==> config.mk <==
export PLATFORM = sky130hd
export DESIGN_NAME = vscale_dmem_adapter
export DESIGN_NICKNAME = d
export VERILOG_FILES = /design/src/rtl/vscale_dmem_adapter_pkg.sv /design/src/rtl/vscale_dmem_check.sv /design/src/rtl/vscale_dmem_adapter.sv
export SDC_FILE = /design/constraint.sdc
export NUM_CORES = 1
export LEC_CHECK = 0
export BUFFER_PORTS_ARGS = -buffer_cell sky130_fd_sc_hd__clkbuf_2
export CAP_MARGIN = 0
export CORE_ASPECT_RATIO = 1.1
export CORE_MARGIN = 10
export CORE_UTILIZATION = 45
export DETAILED_ROUTE_END_ITERATION = 8
export HOLD_SLACK_MARGIN = 0.05
export PLACE_DENSITY = 0.9
export SYNTH_ARGS = -nofsm -noshare
export SYNTH_HDL_FRONTEND = slang
export SYNTH_HIERARCHICAL = 1
export SYNTH_SLANG_ARGS = --single-unit
==> constraint.sdc <==
create_clock -name clk -period 5.4 [get_ports clk]
set_input_delay 1.62 -clock clk [delete_from_list [all_inputs] [get_ports clk]]
set_output_delay 1.62 -clock clk [all_outputs]
set_load 0.02 [all_outputs]
==> src/rtl/vscale_dmem_adapter_pkg.sv <==
// Shared constants and types for the vscale data-memory adapter and its checker.
package vscale_dmem_adapter_pkg;

  localparam int MEM_TYPE_WIDTH = 3;

  localparam logic [MEM_TYPE_WIDTH-1:0] DMEM_SIZE_B = 3'd0;
  localparam logic [MEM_TYPE_WIDTH-1:0] DMEM_SIZE_H = 3'd1;
  localparam logic [MEM_TYPE_WIDTH-1:0] DMEM_SIZE_W = 3'd2;

  // Response timeout counter width; TIMEOUT must not exceed 2**width - 1.
  localparam int DMEM_TIMEOUT_WIDTH = 8;

  typedef enum logic [1:0] {
    ST_IDLE  = 2'd0,
    ST_FAULT = 2'd1,
    ST_ISSUE = 2'd2,
    ST_RESP  = 2'd3
  } dmem_state_t;

endpackage

==> src/rtl/vscale_dmem_check.sv <==
// Combinational access checker: alignment, size legality, address window and
// byte-lane write mask. Shared between the data and (future) instruction adapters.
module vscale_dmem_check
  import vscale_dmem_adapter_pkg::*;
#(
  parameter int                 XPR_LEN   = 32,
  parameter logic [XPR_LEN-1:0] ADDR_BASE = '0,
  parameter logic [XPR_LEN-1:0] ADDR_SIZE = 32'h0001_0000
) (
  input  logic [XPR_LEN-1:0]        addr,
  input  logic [MEM_TYPE_WIDTH-1:0] size,
  input  logic                      wen,
  output logic                      fault,
  output logic [3:0]                wmask
);

  logic               size_bad;
  logic               misaligned;
  logic               in_range;
  logic [3:0]         lane_mask;
  logic [XPR_LEN-1:0] offset;

  // Decode size into lane mask and alignment fault; window test avoids overflow
  // by comparing the offset from the base rather than base+size.
  always_comb begin
    size_bad   = 1'b0;
    misaligned = 1'b0;
    lane_mask  = 4'b0000;
    case (size)
      DMEM_SIZE_B: lane_mask = 4'b0001 << addr[1:0];
      DMEM_SIZE_H: begin
        misaligned = addr[0];
        lane_mask  = 4'b0011 << addr[1:0];
      end
      DMEM_SIZE_W: begin
        misaligned = |addr[1:0];
        lane_mask  = 4'b1111;
      end
      default: size_bad = 1'b1;
    endcase
    offset   = addr - ADDR_BASE;
    in_range = (addr >= ADDR_BASE) && (offset < ADDR_SIZE);
    fault    = size_bad | misaligned | ~in_range;
    wmask    = wen ? lane_mask : 4'b0000;
  end

endmodule

==> src/rtl/vscale_dmem_adapter.sv <==
// Bridges the vscale split-phase data-memory port (addr/ctrl in DX, store data
// and load result in WB) onto a single-outstanding valid/ready request bus.
//
//   state    | meaning
//   ---------+-----------------------------------------------------------
//   ST_IDLE  | nothing pending
//   ST_FAULT | captured access faulted; report badmem for one cycle, no bus
//   ST_ISSUE | request on the bus, waiting for ready; WB stalled
//   ST_RESP  | request accepted, waiting for response or timeout
module vscale_dmem_adapter
  import vscale_dmem_adapter_pkg::*;
#(
  parameter int                 XPR_LEN   = 32,
  parameter logic [XPR_LEN-1:0] ADDR_BASE = 32'h0000_0000,
  parameter logic [XPR_LEN-1:0] ADDR_SIZE = 32'h0001_0000,
  parameter int                 TIMEOUT   = 255
) (
  input  logic                      clk,
  input  logic                      reset,
  input  logic                      dmem_en,
  input  logic                      dmem_wen,
  input  logic [MEM_TYPE_WIDTH-1:0] dmem_size,
  input  logic [XPR_LEN-1:0]        dmem_addr,
  input  logic [XPR_LEN-1:0]        dmem_wdata_delayed,
  output logic                      dmem_wait,
  output logic [XPR_LEN-1:0]        dmem_rdata,
  output logic                      dmem_badmem_e,
  output logic                      bus_req_valid,
  input  logic                      bus_req_ready,
  output logic                      bus_req_wen,
  output logic [XPR_LEN-1:0]        bus_req_addr,
  output logic [3:0]                bus_req_wmask,
  output logic [XPR_LEN-1:0]        bus_req_wdata,
  input  logic                      bus_resp_valid,
  input  logic [XPR_LEN-1:0]        bus_resp_rdata,
  input  logic                      bus_resp_err
);

  localparam bit TIMEOUT_EN = (TIMEOUT != 0);
  localparam logic [DMEM_TIMEOUT_WIDTH-1:0] TIMEOUT_LAST = DMEM_TIMEOUT_WIDTH'(TIMEOUT - 1);

  dmem_state_t                   state, state_nxt;
  logic                          req_wen_q;
  logic [XPR_LEN-1:0]            req_addr_q;
  logic [3:0]                    req_wmask_q;
  logic [DMEM_TIMEOUT_WIDTH-1:0] tmo_cnt;
  logic [XPR_LEN-1:0]            rdata_q;

  logic       chk_fault;
  logic [3:0] chk_wmask;
  logic       timeout_hit;
  logic       resp_done;
  logic       capture;

  vscale_dmem_check #(
    .XPR_LEN   (XPR_LEN),
    .ADDR_BASE (ADDR_BASE),
    .ADDR_SIZE (ADDR_SIZE)
  ) u_check (
    .addr  (dmem_addr),
    .size  (dmem_size),
    .wen   (dmem_wen),
    .fault (chk_fault),
    .wmask (chk_wmask)
  );

  // Timeout fires in the last allowed RESP cycle only if the slave stays silent.
  assign timeout_hit = TIMEOUT_EN && (state == ST_RESP) &&
                       (tmo_cnt == TIMEOUT_LAST) && !bus_resp_valid;

  assign bus_req_valid = (state == ST_ISSUE);
  assign bus_req_wen   = req_wen_q;
  assign bus_req_addr  = req_addr_q;
  assign bus_req_wmask = req_wmask_q;
  assign bus_req_wdata = dmem_wdata_delayed;

  // Next state, WB stall and completion outputs; a completing RESP cycle acts
  // like IDLE so a new DX access can be captured with no bubble.
  always_comb begin
    state_nxt     = state;
    resp_done     = (state == ST_RESP) && (bus_resp_valid || timeout_hit);
    dmem_wait     = (state == ST_ISSUE) ||
                    ((state == ST_RESP) && !bus_resp_valid && !timeout_hit);
    capture       = dmem_en && !dmem_wait;
    dmem_rdata    = rdata_q;
    dmem_badmem_e = 1'b0;

    case (state)
      ST_IDLE, ST_FAULT: state_nxt = ST_IDLE;
      ST_ISSUE: if (bus_req_ready) state_nxt = ST_RESP;
      ST_RESP:  if (resp_done) state_nxt = ST_IDLE;
      default:  state_nxt = ST_IDLE;
    endcase
    if (capture) state_nxt = chk_fault ? ST_FAULT : ST_ISSUE;

    if (state == ST_FAULT) dmem_badmem_e = 1'b1;
    if (resp_done) begin
      dmem_rdata    = timeout_hit ? '0 : bus_resp_rdata;
      dmem_badmem_e = bus_resp_err | timeout_hit;
    end
  end

  // State register; reset abandons any request in flight.
  always_ff @(posedge clk) begin
    if (reset) state <= ST_IDLE;
    else       state <= state_nxt;
  end

  // Request fields latched at capture and held for the whole bus transaction.
  always_ff @(posedge clk) begin
    if (reset) begin
      req_wen_q   <= 1'b0;
      req_addr_q  <= '0;
      req_wmask_q <= 4'b0000;
    end else if (capture) begin
      req_wen_q   <= dmem_wen;
      req_addr_q  <= {dmem_addr[XPR_LEN-1:2], 2'b00};
      req_wmask_q <= chk_wmask;
    end
  end

  // Response-wait counter: cleared when the request is accepted, counts RESP cycles.
  always_ff @(posedge clk) begin
    if (reset)                                    tmo_cnt <= '0;
    else if ((state == ST_ISSUE) && bus_req_ready) tmo_cnt <= '0;
    else if (state == ST_RESP)                    tmo_cnt <= tmo_cnt + DMEM_TIMEOUT_WIDTH'(1);
  end

  // Hold the last load result so WB sees a stable value outside completion.
  always_ff @(posedge clk) begin
    if (reset)          rdata_q <= '0;
    else if (resp_done) rdata_q <= dmem_rdata;
  end

endmodule

# ---- Word-level counts from Yosys, hierarchy flattened
# Index checks and enable logic that the tools add are counted.
dict set report word_totals {
  register_bits 77
  input_bits 106
  out_inout_bits 104
}
dict set report op_classes {
  muxes 13
  addsub 1
  bitwise 4
  order_cmp 2
  n_shift 2
  n_eq_ne 8
  reduce_logical 20
}
# operator count
set ops {}
lappend ops {{2-to-1 mux 32 bit} 2}
lappend ops {{>= comparator 32 x 1 -> 1 bit, second input constant} 1}
lappend ops {{< comparator 32 x 17 -> 1 bit, second input constant} 1}
lappend ops {{one-hot mux 4 bit (3 select lines)} 1}
lappend ops {{adder 8 x 1 -> 8 bit, second input constant} 1}
lappend ops {{equality test 8 bit, second input constant} 1}
lappend ops {{logical AND 1 bit} 8}
lappend ops {{2-to-1 mux 2 bit} 4}
lappend ops {{one-hot mux 2 bit (3 select lines)} 1}
lappend ops {{OR reduction 2 bit} 3}
lappend ops {{equality test 2 bit, second input constant} 2}
lappend ops {{2-to-1 mux 4 bit} 1}
lappend ops {{left shift 1 x 2 -> 4 bit, first input constant} 1}
lappend ops {{left shift 2 x 2 -> 4 bit, first input constant} 1}
lappend ops {{equality test 3 x 1 -> 1 bit, second input constant} 1}
lappend ops {{equality test 3 x 2 -> 1 bit, second input constant} 1}
lappend ops {{zero test 1 bit} 3}
lappend ops {{zero test 3 bit} 1}
lappend ops {{2-to-1 mux 1 bit} 3}
lappend ops {{!= test 3 x 1 -> 1 bit, second input constant} 1}
lappend ops {{!= test 3 bit, second input constant} 1}
lappend ops {{OR 1 bit} 3}
lappend ops {{OR reduction 3 bit} 1}
lappend ops {{equality test 2 x 1 -> 1 bit, second input constant} 1}
lappend ops {{other kinds (5)} 6}

# ---- Longest topological paths before layout
dict set report depth {
  ltp_word 10
  ltp_mapped 8
  depth_no_buf 6
}

# ---- Cells and area by module
# The synthesis kept the hierarchy.
# mod seq_area_each_um2 cells_per_inst area_per_inst_um2 instances
set by_module_without_submodules {}
lappend by_module_without_submodules {vscale_dmem_adapter 1541.5 368 3587.2 1}
lappend by_module_without_submodules {vscale_dmem_check 0.0 24 147.6 1}

# ---- Worst setup path after synthesis
# OpenSTA, ideal clock, no wires.
dict set report synth_timing {
  path_kind {input to output}
  from {in bus_resp_valid}
  to {out dmem_rdata[0]}
  arrival_ns 2.451
  cell_stages 4
  slack_ns 1.329
  path_buffers 2
  cell_sequence {and3_1 > buf_2 > clkbuf_1 > a22o_1}
}
dict set report synth_between {
  elab_chain_len 5
}
# element line_no
set synth_lines {}
lappend synth_lines {{start: declaration} vscale_dmem_adapter.sv:34} ;# input logic bus_resp_valid,
lappend synth_lines {{zero test 1 bit} vscale_dmem_adapter.sv:69} ;# (tmo_cnt == TIMEOUT_LAST) && !bus_resp_valid;
lappend synth_lines {{logical AND 1 bit} vscale_dmem_adapter.sv:69}
lappend synth_lines {{logical OR 1 bit} vscale_dmem_adapter.sv:81} ;# resp_done = (state == ST_RESP) && (bus_resp_valid || timeout_hit);
lappend synth_lines {{logical AND 1 bit} vscale_dmem_adapter.sv:81}
lappend synth_lines {{2-to-1 mux 32 bit *} vscale_dmem_adapter.sv:97} ;# if (resp_done) begin
lappend synth_lines {{end: declaration} vscale_dmem_adapter.sv:26} ;# output logic [XPR_LEN-1:0] dmem_rdata,
# Every way passes the cells marked *; elsewhere a longest branch is shown, timed or not.

# ---- Worst setup path after layout
dict set report layout_timing {
  from {in bus_resp_valid}
  to {out dmem_rdata[27]}
}
# The elaborated chain is that of the path after synthesis.

==> load_flow_metrics.sql <==
INSERT INTO impl_metrics (metric_group, metric, value, unit) VALUES
('global_route', 'grt_overflow_total', '0', ''),
('sta', 'clock_period_minus_worst_slack', '4230', 'ps'),
('die', 'initial_core_util', '46.7', '%'),
('die', 'core_area', '8000', 'µm²'),
('cts', 'cts_resized', '0', ''),
('cells_and_area', 'layout-drive-gt1-share', '34.6', '%'),
('synthesis', 'synth.lib_cells_used.distinct', '40', ''),
('critical_path', 'timing.critical_path.slowest_cell_delay', '300', 'ps'),
('power_and_ir_drop', 'p_per_area', '276', 'nW/µm²'),
('critical_path', 'most_frequent_cell_on_the_critical_path', 'sky130_fd_sc_hd__clkbuf_2', ''),
('cts', 'path_clk_slew', '80', 'ps'),
('sta', 'maxSlewViolCount', '0', ''),
('critical_path', 'worst-path-max-fanout', '32', ''),
('sta', 'clock_skew', '11.0', 'ps'),
('sta', 'fin_setup_tns', '0', 'ps'),
('sta', 'unrepaired_setup_endpoints_after_global_routing', 'false', ''),
('route', 'route.final.wire_length', '9.77', 'mm'),
('die', 'io-pin-count', '210', ''),
('critical_path', 'critPathCaptureType', 'primary output', ''),
('die', 'floorplan.die_area', '12300', 'µm²'),
('sta', 'whs', '464', 'ps'),
('synthesis', 'ys.warnings.count', '6', ''),
('status', 'status', 'completed', ''),
('die', 'die_height', '116', 'µm'),
('hold_path', 'worst_hold_check_path_type', 'reg2reg', ''),
('cts', 'post_cts_hold_buffer_count', '0', ''),
('route', 'dr_total_vias', '3232', ''),
('synthesis', 'netlist_top_cells_area', 'sky130_fd_sc_hd__dfxtp_1, sky130_fd_sc_hd__a22o_1, sky130_fd_sc_hd__buf_4', ''),
('cts', 'cts_buffer_depth', '2', ''),
('cts', 'cts_max_level', '3', ''),
('power_and_ir_drop', 'power.ir.vdd_worst', '0.160', 'mV'),
('die', 'row_count', '34', ''),
('cells_and_area', 'final_net_count', '589', ''),
('cells_and_area', 'most-common-layout-cells', 'sky130_fd_sc_hd__clkbuf_2, sky130_fd_sc_hd__dfxtp_1, sky130_fd_sc_hd__a22o_1', ''),
('cts', 'cts_tree', 'built', ''),
('placed_design', 'hpwlAfterDp', '7.12', 'mm'),
('sta', 'maxSlewHeadroom', '20.6', '%'),
('critical_path', 'cp_slowest_cell', 'sky130_fd_sc_hd__buf_4', ''),
('sta', 'timing.final.crit_share', '78.3', '%'),
('placed_design', 'gp_routability_congestion', '0.834', ''),
('synthesis', 'synthesis.area_per_instance', '9.53', 'µm²'),
('cts', 'clkLatencyLatePin', '340', 'ps'),
('route', 'avgRoutedWirePerCell', '16.5', 'µm'),
('route', 'drt-vias-per-instance', '5.45', ''),
('synthesis', 'syn_area', '3730', 'µm²'),
('route', 'route.antenna.remaining_nets', '0', ''),
('cells_and_area', 'antenna_cells', '0', ''),
('sta', 'finalSetupViolations', '0', ''),
('global_route', 'grt_first_pass_wirelength', '15.7', 'mm'),
('cts', 'cts_inserted_buffers', '9', ''),
('die', 'dieWidth', '107', 'µm'),
('global_route', 'number_of_global_route_vias_before_repair', '3279', ''),
('synthesis', 'synth.ff_latch_count', '77', ''),
('critical_path', 'timing.critical_path.from_type', 'input port', ''),
('cells_and_area', 'most_common_cell_after_layout_fill_and_taps_aside', 'sky130_fd_sc_hd__clkbuf_2', ''),
('cts', 'clockRootBuffer', 'sky130_fd_sc_hd__clkbuf_8', ''),
('sta', 'maxClockFrequency', '0.237', 'GHz'),
('route', 'dr.first_iter.drc_count', '91', ''),
('synthesis', 'post-synth-top-area-cell', 'sky130_fd_sc_hd__dfxtp_1', ''),
('synthesis', 'sequential_element_share_of_the_synthesized_area', '41.3', '%'),
('critical_path', 'timing.critical_path.arrival', '2610', 'ps'),
('synthesis', 'gate_count_post_synth', '392', ''),
('flow_run', 'maxCapViolCount', '0', ''),
('cells_and_area', 'areaGrowthSynthToFinish', '17.7', '%'),
('sta', 'worstMarginPinSlew', '1190', 'ps'),
('placed_design', 'buffer_ports.inserted', '143', ''),
('global_route', 'grt.total_usage', '15.2', '%'),
('route', 'drt_pre_antenna_iters', '4', ''),
('critical_path', 'timing.critical_path.cells', 'clkbuf_2 > inv_1 > o21ai_2 > nand2_1 > buf_4 > a22o_1 > clkbuf_2', ''),
('synthesis', 'synth_top_area_share', '41.3', '%'),
('power_and_ir_drop', 'leakage', '1.92', 'nW'),
('cts', 'postCtsSetupRepairBufs', '0', ''),
('route', 'drc', '0', ''),
('sta', 'timing.final.hold_violations', '0', ''),
('global_route', 'initial_antenna_violation_count', '0', ''),
('global_route', 'grt_max_degree', '76', ''),
('critical_path', 'crit_required', '3780', 'ps'),
('cts', 'clkSinkCount', '77', ''),
('critical_path', 'timing_worst_setup_path_type', 'in2out', '');
-- routing by layer --
layer / routed length (µm) / vias up / global-route usage (%)
met5: 0 / - / 0
met4: 116 / 0 / 5.96
met3: 1190 / 17 / 8.66
met2: 4430 / 136 / 23.9
met1: 4040 / 1503 / 16.7
li1: - / 1576 / -
-- per-stage QoR --
stage | cell area [µm²] | setup WS, ps | util, % | power, mW | cells
6_report | 4390 | 1170 | 54.9 | 1.21 | 593
5_1_grt | 4390 | 1050 | 54.9 | 1.27 | 593
4_1_cts | 4390 | 1170 | 54.9 | 1.23 | 593
3_5_place_dp | 4170 | 1170 | 52.1 | 0.725 | 578
3_3_place_gp | 4170 | 1200 | 52.1 | 0.722 | 578
2_1_floorplan | 3740 | 1330 | - | 0.705 | 393
-- state kept, by name (all words and copies together) (netlist names) --
register / count
bus_req_wen: 1
state: 2
rdata_q: 32
tmo_cnt: 8
bus_req_addr: 30
bus_req_wmask: 4
-- layout make-up --
cell class	count	area [µm²]
tap	108	135
sequential	77	1540
clock buffer	10	128
timing repair buffer	147	746
clock inverter	5	100
inverter	5	18.8
multi-input combinational	241	1730
fill	749	3600
-- cells in the mapped netlist (all sizes together) --
master and instances:
conb 1, nor2 11, inv 5, buf 54
nor2b 4, xor2 3, o21ai 39, dfxtp 77
a221oi 1, nor3 4, xnor2 3, and2 2
o21a 3, nand3 2, nand4b 35, a21o 1
and3 2, a211oi 1, nor4 3, or4 1
a21boi 2, clkbuf 16, nand2b 37, nand4 5
or3 1, o31a 2, a22o 64, a21oi 5
ha 2, nand2 6
-- report_power, final --
group	switching (mW)	internal, mW
Combinational	0.0712	0.0504
Sequential	0.00837	0.582
Clock	0.199	0.303
Total	0.278	0.936
-- cells by family (layout without fill, tap and decap cells) --
group                    after synthesis  count (layout)  synth area share (%)
XOR/XNOR                               6               6                  1.41
AO/OA/AOI/OAI                        118             118                  23.2
flip-flops                            77              77                  41.3
buffers and inverters                 75             167                  12.7
other                                  1               2                 0.100
AND/OR/NAND/NOR                      113             113                  20.6
adder cells (fa/ha/maj)                2               2                 0.670
-- critical path, delay by kind of cell --
family / cells / cell delay [ps]
simple gates: 1 / 70
compound gates: 2 / 270
buf+inv: 4 / 640
-- final timing paths --
path | start | end | slack (ps) | cells after the start
worst max register to register | tmo_cnt[0] | bus_req_addr[31] | 2760 | 7
worst max-delay path | bus_resp_valid | dmem_rdata[27] | 1170 | 7
worst min register to register | bus_req_addr[28] | bus_req_addr[28] | 460 | 2
worst min-delay path | bus_req_addr[28] | bus_req_addr[28] | 460 | 2
Note: power is estimated with default switching activity, not from simulation.
